[src/rtl/div_cfg_arbiter.sv]
// Round-robin arbiter sharing the clock-divider CTRL/RATIO/STATUS registers
// between three command sources, with boundary-aligned ratio commits.
module div_cfg_arbiter #(
  parameter int ADDR_WIDTH  = 8,
  parameter int DATA_WIDTH  = 32,
  parameter int RATIO_WIDTH = 16
) (
  input  logic                    clk_i,
  input  logic                    rst_n,
  input  logic [2:0]              req_i,
  input  logic [2:0]              req_wr_i,
  input  logic [3*ADDR_WIDTH-1:0] req_addr_i,
  input  logic [3*DATA_WIDTH-1:0] req_wdata_i,
  output logic [2:0]              ack_o,
  output logic [DATA_WIDTH-1:0]   rdata_o,
  input  logic                    div_period_end_i,
  output logic                    div_en_o,
  output logic [RATIO_WIDTH-1:0]  div_ratio_o,
  output logic                    cfg_pending_o
);

  typedef enum logic [1:0] {IDLE = 2'd0, ACCESS = 2'd1, ACK = 2'd2} state_t;

  localparam logic [ADDR_WIDTH-1:0]  ADDR_CTRL   = ADDR_WIDTH'(8'h00);
  localparam logic [ADDR_WIDTH-1:0]  ADDR_RATIO  = ADDR_WIDTH'(8'h04);
  localparam logic [ADDR_WIDTH-1:0]  ADDR_STATUS = ADDR_WIDTH'(8'h08);
  localparam logic [RATIO_WIDTH-1:0] RATIO_MIN   = RATIO_WIDTH'(2);

  function automatic logic [1:0] next_port(input logic [1:0] p);
    case (p)
      2'd0:    return 2'd1;
      2'd1:    return 2'd2;
      default: return 2'd0;
    endcase
  endfunction

  function automatic logic [RATIO_WIDTH-1:0] clamp_ratio(input logic [RATIO_WIDTH-1:0] v);
    if (v < RATIO_MIN) return RATIO_MIN;
    else               return v;
  endfunction

  state_t                  state_r, state_s;
  logic [1:0]              ptr_r, win_r, last_r;
  logic                    wr_r;
  logic [ADDR_WIDTH-1:0]   addr_r;
  logic [DATA_WIDTH-1:0]   wdata_r;
  logic                    en_r, pending_r;
  logic [RATIO_WIDTH-1:0]  staged_r, ratio_r;
  logic [2:0]              ack_r;
  logic [DATA_WIDTH-1:0]   rdata_r;

  logic                    grant_any_s;
  logic [1:0]              grant_idx_s, cand_s;
  logic [DATA_WIDTH-1:0]   rd_s;
  logic                    ctrl_wr_s, ratio_wr_s, commit_s;
  logic                    unused_wdata_s;

  assign unused_wdata_s = ^wdata_r[DATA_WIDTH-1:RATIO_WIDTH];

  // Round-robin winner search starting at the pointer
  always_comb begin
    grant_any_s = 1'b0;
    grant_idx_s = ptr_r;
    cand_s      = ptr_r;
    for (int k = 0; k < 3; k++) begin
      if (!grant_any_s && req_i[cand_s]) begin
        grant_any_s = 1'b1;
        grant_idx_s = cand_s;
      end else begin
        grant_any_s = grant_any_s;
      end
      cand_s = next_port(cand_s);
    end
  end

  // Register decode, read mux and commit condition
  always_comb begin
    ctrl_wr_s  = (state_r == ACCESS) && wr_r && (addr_r == ADDR_CTRL);
    ratio_wr_s = (state_r == ACCESS) && wr_r && (addr_r == ADDR_RATIO);
    // Disabled divider has no boundary to wait for, so commit at once
    commit_s   = pending_r && (div_period_end_i || !en_r);
    rd_s       = '0;
    case (addr_r)
      ADDR_CTRL:   rd_s[0] = en_r;
      ADDR_RATIO:  rd_s[RATIO_WIDTH-1:0] = staged_r;
      ADDR_STATUS: begin
        rd_s[0]                = pending_r;
        rd_s[9:8]              = last_r;
        rd_s[16 +: RATIO_WIDTH] = ratio_r;
      end
      default:     rd_s = '0;
    endcase
  end

  // FSM state register
  always_ff @(posedge clk_i or negedge rst_n) begin
    if (!rst_n) state_r <= IDLE;
    else        state_r <= state_s;
  end

  // FSM next-state logic
  always_comb begin
    state_s = state_r;
    case (state_r)
      IDLE:    if (grant_any_s) state_s = ACCESS; else state_s = IDLE;
      ACCESS:  state_s = ACK;
      ACK:     state_s = IDLE;
      default: state_s = IDLE;
    endcase
  end

  // Transaction latch, register file and ack/rdata outputs
  always_ff @(posedge clk_i or negedge rst_n) begin
    if (!rst_n) begin
      ptr_r     <= 2'd0;
      win_r     <= 2'd0;
      last_r    <= 2'd0;
      wr_r      <= 1'b0;
      addr_r    <= '0;
      wdata_r   <= '0;
      en_r      <= 1'b0;
      pending_r <= 1'b0;
      staged_r  <= RATIO_MIN;
      ratio_r   <= RATIO_MIN;
      ack_r     <= 3'b000;
      rdata_r   <= '0;
    end else begin
      ack_r   <= 3'b000;
      rdata_r <= '0;
      if (state_r == IDLE && grant_any_s) begin
        win_r   <= grant_idx_s;
        last_r  <= grant_idx_s;
        wr_r    <= req_wr_i[grant_idx_s];
        addr_r  <= req_addr_i[grant_idx_s*ADDR_WIDTH +: ADDR_WIDTH];
        wdata_r <= req_wdata_i[grant_idx_s*DATA_WIDTH +: DATA_WIDTH];
      end
      if (state_r == ACCESS) begin
        ack_r   <= 3'b001 << win_r;
        rdata_r <= wr_r ? '0 : rd_s;
      end
      if (state_r == ACK) ptr_r <= next_port(win_r);
      if (ctrl_wr_s) en_r <= wdata_r[0];
      // Commit uses the old staged value even when a write lands in the same cycle
      if (commit_s) ratio_r <= staged_r;
      if (ratio_wr_s) begin
        staged_r  <= clamp_ratio(wdata_r[RATIO_WIDTH-1:0]);
        pending_r <= 1'b1;
      end else if (commit_s) begin
        pending_r <= 1'b0;
      end
    end
  end

  assign ack_o         = ack_r;
  assign rdata_o       = rdata_r;
  assign div_en_o      = en_r;
  assign div_ratio_o   = ratio_r;
  assign cfg_pending_o = pending_r;

endmodule

[config.mk]
export PLATFORM = sky130hd
export DESIGN_NAME = div_cfg_arbiter
export DESIGN_NICKNAME = d
export VERILOG_FILES = /design/src/rtl/div_cfg_arbiter.sv
export SDC_FILE = /design/constraint.sdc
export NUM_CORES = 1
export LEC_CHECK = 0
export CAP_MARGIN = 15
export CORE_ASPECT_RATIO = 1.5
export CORE_MARGIN = 2
export CORE_UTILIZATION = 40
export CTS_CLUSTER_SIZE = 25
export DETAILED_ROUTE_END_ITERATION = 6
export PLACE_DENSITY_LB_ADDON = 0.08
export SLEW_MARGIN = 20
export SYNTH_ARGS = -nofsm -noshare
export SYNTH_HDL_FRONTEND = slang
export SYNTH_SLANG_ARGS = --single-unit
[constraint.sdc]
create_clock -name clk_i -period 2.8 [get_ports clk_i]
set_clock_uncertainty 0.05 [all_clocks]
set_input_delay 0.42 -clock clk_i [delete_from_list [all_inputs] [get_ports clk_i]]
set_output_delay 0.42 -clock clk_i [all_outputs]
set_load 0.02 [all_outputs]
==> flow_metrics.py, run 1 <==
metrics = {
    "run_status": {
        "status": "finished, final reports clean",
    },
    "floorplan": {
        "core_area_um2": 10500,
        "rows": 46,
        "dieHeight_um": 131,
        "ios": 182,
        "die_x_um": 88.5,
        "die_area_um2": 11600,
        "start_util_pct": 40.9,
    },
    "sta": {
        "worstMarginPinSlew_ns": 0.976,
        "rsz0062_at_grt": "no",
        "finalSetupViolations": 0,
        "holdWs_ns": 0.0633,
        "timing.setup.tns_ns": 0,
        "fmax_mhz": 450,
        "relSlewSlack_pct": 34.9,
        "period_share_pct": 79.3,
        "hold_viol": 0,
        "layout_min_cycle_time_ns": 2.22,
        "slew_viol_final": 0,
    },
    "logic_synthesis": {
        "synth_compound_area_share_pct": 16.1,
        "ys_seq_area_share_pct": 58.5,
        "muxShareOfSynthArea_pct": 9.53,
        "yosys_warnings": 0,
        "synth_edf_count": 0,
        "synth_top_flop_cell": "dfrtp_1",
        "synth_simple_gate_area_share_pct": 13.1,
        "synthTopCellsByArea": "dfrtp_1, mux2_2, o21ai_0, and2_1, a211oi_1",
        "postSynthAreaPerCell_um2": 11.7,
        "netlist-cell-type-count": 42,
        "synth_top_cell_by_area": "dfrtp_1",
        "netlist_area_um2": 4280,
        "syn_inst": 367,
        "synthArstFlopShare_pct": 100,
        "synth_top_area_share_pct": 57.3,
        "synthAdderAreaFrac_pct": 0,
        "synthXorXnorAreaFrac_pct": 0,
        "ys_ff_latch": 100,
        "synth_fp_nets": 496,
        "synth_top_family_by_area": "compound AO/OA/AOI/OAI gates",
    },
    "grt": {
        "gr-usage-all-layers_pct": 17.3,
        "grt_antenna_before_repair": 0,
        "grt_max_degree": 54,
        "overflow": 0,
        "grt_pass1_vias": 3266,
        "grt_pass1_wl_mm": 15.4,
    },
    "worst_setup_path": {
        "startpoint": "addr_r[0]$_DFFE_PN0P_",
        "startpoint_type": "flip-flop",
        "crit_arrival_ns": 2.45,
        "cp_top_family": "simple AND/OR/NAND/NOR gates",
        "crit_type": "reg2reg",
        "crit_end": "rdata_o[30]$_DFF_PN0_",
        "r2r_cells": 5,
        "worstReg2RegStart": "addr_r[0]$_DFFE_PN0P_",
        "critPathMaxFanout": 16,
        "r2r_slack_ns": 0.58,
        "cpPeakStageDelay_ns": 0.56,
        "crit_chain": "or4_4 > nor4_4 > nand2b_4 > nor3b_4 > and2_1",
        "worst-path-buf-inv": 0,
        "endpoint_kind": "flip-flop",
        "required_ns": 3.02,
        "r2r-end": "rdata_o[30]$_DFF_PN0_",
        "critical_path_depth": 5,
        "cpMaxStageDelayCell": "or4_4",
    },
    "layout": {
        "diodes": 0,
        "nFillCells": 950,
        "multiInputGateArea_um2": 1660,
        "drive_above_1_share_pct": 13.1,
        "final_nets": 629,
        "finish.utilization_pct": 57.9,
        "fin_area_um2": 6060,
        "register_area_um2": 2500,
        "synthToLayoutAreaGrowth_pct": 41.6,
    },
    "min_path": {
        "hold_path.class": "in2async",
    },
    "clock_network": {
        "numCtsBuffers": 9,
        "cts.htree.levels": 3,
        "insertion_delay_ns": 0.34,
        "path_clk_slew_ns": 0.07,
        "clock_sinks": 100,
        "hold_buffers": 0,
        "cts_buffer_depth": 2,
        "cts_tree": "yes",
        "clock-root-buffer": "clkbuf_16",
        "ctsResizeCount": 0,
        "post-cts-setup-buffers": 0,
    },
    "power_and_ir_drop": {
        "max-vdd-ir-drop_uv": 422,
        "leakagePower_nw": 2.64,
        "power_density_nw_per_um2": 744,
        "power_mw": 4.51,
    },
    "detailed_routing": {
        "drcViolationCount": 0,
        "wl_mm": 9.42,
        "ant_nets": 0,
        "drtIter0Drc": 78,
        "vias": 3159,
        "drt_pass1_iterations": 4,
        "wl_per_cell_um": 14.5,
        "viasPerCell": 4.87,
    },
    "run": {
        "cap_violations": 0,
    },
    "place": {
        "place_area_um2": 5780,
        "port_buffers": 133,
        "finalWeightedCongestion": 0.807,
        "dp_hpwl_mm": 7.32,
    },
}
[state kept, by name (all words and copies together), names as in the netlist, 2 cells and up]
register and count:
state_r 2, last_r 2, ack_o 3, ptr_r 2, div_ratio_o 16, staged_r 16
addr_r 8, wdata_r 16, rdata_o 32
[worst register-to-register path, stage by stage (launching register included)]
cell,delay (ns)
dfrtp_1,0.39
or4_4,0.56
nor4_4,0.31
nand2b_4,0.13
nor3b_4,0.51
and2_1,0.21
[stage by stage]
step	std cells	setup slack, ns
2_1_floorplan	367	0.785
5_1_grt	649	0.419
3_5_place_dp	633	0.296
4_1_cts	649	0.523
3_3_place_gp	633	0.343
6_report	649	0.580
[placed cells by master (no fill, tap or decap), types with 2 or more instances in the layout]
cell type        synthesis  final
clkinv_4                 0      3
a21boi_0                22     22
buf_4                    0     10
mux2_2                  26     26
inv_1                    5      5
mux2i_1                  4      4
inv_6                    0      3
nand4_1                  4      4
clkdlybuf4s50_1          0    132
dfstp_2                  2      2
nand2_1                 34     34
o21ai_0                 49     49
clkbuf_16                0      9
o211ai_1                 3      3
nor3_1                   2      2
and2_1                  30     30
a22oi_1                  2      2
nand2b_1                 4      4
nor4_1                   3      3
nor2b_1                  3      3
mux2_4                   5      5
nor2_1                   6      6
a211oi_1                23     23
nor3b_1                  2      2
dfrtp_1                 98     98
[layer usage]
layer,vias to the layer above,global-route usage [%],part of all wire (%)
li1,1577,-,-
met1,1477,20.2,41
met2,99,30.9,53
met3,6,4.65,5.1
met4,0,5.08,1.1
met5,-,0,0
[how the worst min path moves through the flow]
stage,slack [ns],cells after the start,start,endpoint
finish,0.06,1,rst_n,rdata_o[17]$_DFF_PN0_
global route,0.11,1,rst_n,rdata_o[17]$_DFF_PN0_
CTS,0.08,1,rst_n,rdata_o[17]$_DFF_PN0_
global placement,0.42,2,addr_r[5]$_DFFE_PN0P_,addr_r[5]$_DFFE_PN0P_
detailed placement,0.43,2,addr_r[5]$_DFFE_PN0P_,addr_r[5]$_DFFE_PN0P_
floorplan,0.07,0,rst_n,ack_o[0]$_DFF_PN0_
[report_power, final]
part | internal (mW) | total [mW] | switching (mW)
registers | 1.76 | 2.05 | 0.287
logic | 0.596 | 1.30 | 0.706
clock network | 0.615 | 1.16 | 0.547
total | 2.97 | 4.51 | 1.54
[cell families (layout without fill, tap and decap cells)]
logic type             Yosys count  count (layout)
DFF                            100             100
buffers and inverters           27             165
muxes                           35              35
AOI/OAI and AO/OA              108             108
and+or+nand+nor                 97              97
[Yosys cell counts (5+ instances only)]
cell type	n
nand2_1	34
inv_1	5
dfrtp_1	98
nor2_1	6
mux2_4	5
mux2_2	26
o21ai_0	49
clkbuf_1	16
and2_1	30
a211oi_1	23
a21boi_0	22
[final cells by class]
type | count | area share, %
Clock buffer | 9 | 3.71
Clock inverter | 7 | 0.949
Inverter | 6 | 0.371
Multi-Input combinational cell | 240 | 27.3
Sequential cell | 100 | 41.3
Tap cell | 144 | 2.97
Timing Repair Buffer | 143 | 23.4
No activity file was read; power rests on OpenSTA's default activity.
==> run 2, diff against run 1 <==
--- a/config.mk
+++ b/config.mk
@@ -8,7 +8,7 @@
 export CAP_MARGIN = 15
 export CORE_ASPECT_RATIO = 1.5
 export CORE_MARGIN = 2
-export CORE_UTILIZATION = 40
+export CORE_UTILIZATION = 38
 export CTS_CLUSTER_SIZE = 25
 export DETAILED_ROUTE_END_ITERATION = 6
 export PLACE_DENSITY_LB_ADDON = 0.08
==> constraint.sdc (replaced) <==
create_clock -name clk_i -period 2 [get_ports clk_i]
set_clock_uncertainty 0.05 [all_clocks]
set_input_delay 0.3 -clock clk_i [delete_from_list [all_inputs] [get_ports clk_i]]
set_output_delay 0.3 -clock clk_i [all_outputs]
set_load 0.02 [all_outputs]
==> run 2 against run 1 <==
Against the previous run:
- die area up 5.1%
- register-to-register slack worse by 0.54 ns
- via count up 2.6%
- non-clock buffer count up 12
- worst setup slack worse by 0.54 ns
- sequential power up 40%
- first-iteration DRC count up 53%
- final cell count up 2.5%
- critical path type unchanged
- critical endpoint is now rdata_o[17]$_DFF_PN0_
- largest cell class unchanged
==> flow_metrics.py, run 2 (same netlist as run 1, synthesis figures left out) <==
metrics = {
    "run_status": {
        "status": "finished, final reports clean",
    },
    "run": {
        "cap_violations": 0,
    },
    "clock_network": {
        "clock_sinks": 100,
        "insertion_delay_ns": 0.35,
        "path_clk_slew_ns": 0.07,
        "cts.htree.levels": 3,
        "numCtsBuffers": 9,
        "cts_buffer_depth": 2,
        "clock-root-buffer": "clkbuf_16",
        "cts_tree": "yes",
    },
    "place": {
        "dp.cells": 646,
        "dp_hpwl_mm": 7.42,
        "finalWeightedCongestion": 0.759,
        "place_area_um2": 5930,
        "port_buffers": 133,
    },
    "layout": {
        "final_nets": 642,
        "largest_reg_flops": 32,
        "layout_commonest_cell": "clkdlybuf4s50_1",
        "final_cells": 665,
        "fin_area_um2": 6260,
        "register_area_um2": 2500,
        "synthToLayoutAreaGrowth_pct": 46.3,
        "drive_above_1_share_pct": 15.3,
        "diodes": 0,
        "nFillCells": 993,
        "multiInputGateArea_um2": 1670,
        "final_cell_mix": "clkdlybuf4s50_1, dfrtp_1, o21ai_0",
    },
    "floorplan": {
        "rows": 47,
        "core_area_um2": 11000,
        "ios": 182,
        "die_x_um": 90.7,
        "die_area_um2": 12200,
        "dieHeight_um": 134,
        "start_util_pct": 38.9,
    },
    "detailed_routing": {
        "drcViolationCount": 0,
        "viasPerCell": 4.87,
        "vias": 3240,
        "ant_nets": 0,
        "drt_pass1_iterations": 4,
        "drtIter0Drc": 119,
        "wl_mm": 9.80,
        "wl_per_cell_um": 14.7,
    },
    "power_and_ir_drop": {
        "power_mw": 6.54,
        "clkPwrFrac_pct": 25.8,
        "p_comb_share_pct": 30.4,
        "switchingPower_mw": 2.25,
        "internal_power_mw": 4.29,
        "p_sw_share_pct": 34.4,
        "max-vdd-ir-drop_uv": 514,
        "seqPwrFrac_pct": 43.8,
        "leakagePower_nw": 2.73,
        "power_density_nw_per_um2": 1040,
    },
    "sta": {
        "period_share_pct": 98.2,
        "layout_min_cycle_time_ns": 1.96,
        "finalSetupViolations": 0,
        "holdWs_ns": 0.394,
        "rsz0062_at_grt": "yes",
        "slew_viol_final": 0,
        "worstMarginPinSlew_ns": 0.464,
        "hold_viol": 0,
        "fmax_mhz": 509,
        "relSlewSlack_pct": 69.0,
    },
    "worst_setup_path": {
        "crit_type": "reg2reg",
        "critPathMaxFanout": 16,
        "endpoint_kind": "flip-flop",
        "cp_top_family": "simple AND/OR/NAND/NOR gates",
        "cpPeakStageDelay_ns": 0.56,
        "crit_chain": "or4_4 > nor4_4 > buf_4 > nand2b_4 > nor3b_4 > buf_12 > and2_4",
        "cpMaxStageDelayCell": "or4_4",
        "crit_arrival_ns": 2.21,
        "worst-path-buf-inv": 2,
        "required_ns": 2.24,
        "startpoint_type": "flip-flop",
    },
    "grt": {
        "overflow": 0,
        "gr-usage-all-layers_pct": 16.7,
        "grt_pass1_vias": 3271,
        "grt_max_degree": 52,
        "grt_pass1_wl_mm": 15.9,
        "grt_antenna_before_repair": 0,
    },
    "min_path": {
        "hold_path.class": "in2async",
    },
}
-- run 2: final timing paths --
| check | startpoint | to | slack, ns | depth (start not counted) |
|---|---|---|---|---|
| max | addr_r[0]$_DFFE_PN0P_ | rdata_o[17]$_DFF_PN0_ | 0.04 | 7 |
| min | rst_n | rdata_o[17]$_DFF_PN0_ | 0.39 | 2 |
| max reg2reg | addr_r[0]$_DFFE_PN0P_ | rdata_o[17]$_DFF_PN0_ | 0.04 | 7 |
| min reg2reg | addr_r[5]$_DFFE_PN0P_ | addr_r[5]$_DFFE_PN0P_ | 0.44 | 2 |
| max in group asynchronous | rst_n | wdata_r[11]$_DFFE_PN0P_ | 0.88 | 3 |
| min in group clk_i | addr_r[5]$_DFFE_PN0P_ | addr_r[5]$_DFFE_PN0P_ | 0.44 | 2 |
-- run 2: worst reg2reg max path, stage by stage (launching register included) --
cell and delay (ns):
dfrtp_1 0.39, or4_4 0.56, nor4_4 0.13, buf_4 0.19, nand2b_4 0.09, nor3b_4 0.21
buf_12 0.16, and2_4 0.14
-- run 2: area by class of cell --
class                           instances  area share (%)
Sequential cell                       100            40.0
Clock inverter                          7            1.10
Inverter                                6           0.360
Tap cell                              147            2.94
Timing Repair Buffer                  155            25.4
Multi-Input combinational cell        241            26.7
Clock buffer                            9            3.60
-- run 2: per-layer routing --
metal	vias to the layer above	part of all wire (%)	global-route usage [%]	wire length [um]
li1	1604	-	-	-
met1	1516	38	18.3	3750
met2	101	53	30.1	5210
met3	19	5.0	2.75	489
met4	0	3.6	10.1	352
met5	-	0	0	0
-- run 2: repair_timing --
item	4_1_cts	5_1_grt
endpoints found under the hold margin	33	0
hold buffers	1	0
pin swaps	1	0
gates cloned	1	0
buffers inserted	0	1
endpoints found under the setup margin	17	32
resized for setup	1	2
-- run 2: stage by stage --
stage / util (%) / setup TNS (ns) / worst slack, ns
global route: 56.9 / -1.50 / -0.0790
finish: 56.9 / 0 / 0.0351
detailed placement: 54.0 / -1.49 / -0.136
CTS: 56.8 / -0.0699 / -0.0118
floorplan: - / -0.0729 / -0.0146
global placement: 54.0 / -1.33 / -0.112
-- run 2: power groups by stage --
| stage | Sequential [mW] | Combinational, mW | Clock, mW |
|---|---|---|---|
| 6_report | 2.87 | 1.99 | 1.69 |
| 5_1_grt | 2.93 | 2.23 | 1.80 |
| 4_1_cts | 2.88 | 2.02 | 1.73 |
| 3_5_place_dp | 2.91 | 2.00 | 0 |
| 3_3_place_gp | 2.89 | 1.95 | 0 |
| 2_1_floorplan | 2.80 | 1.22 | 0 |
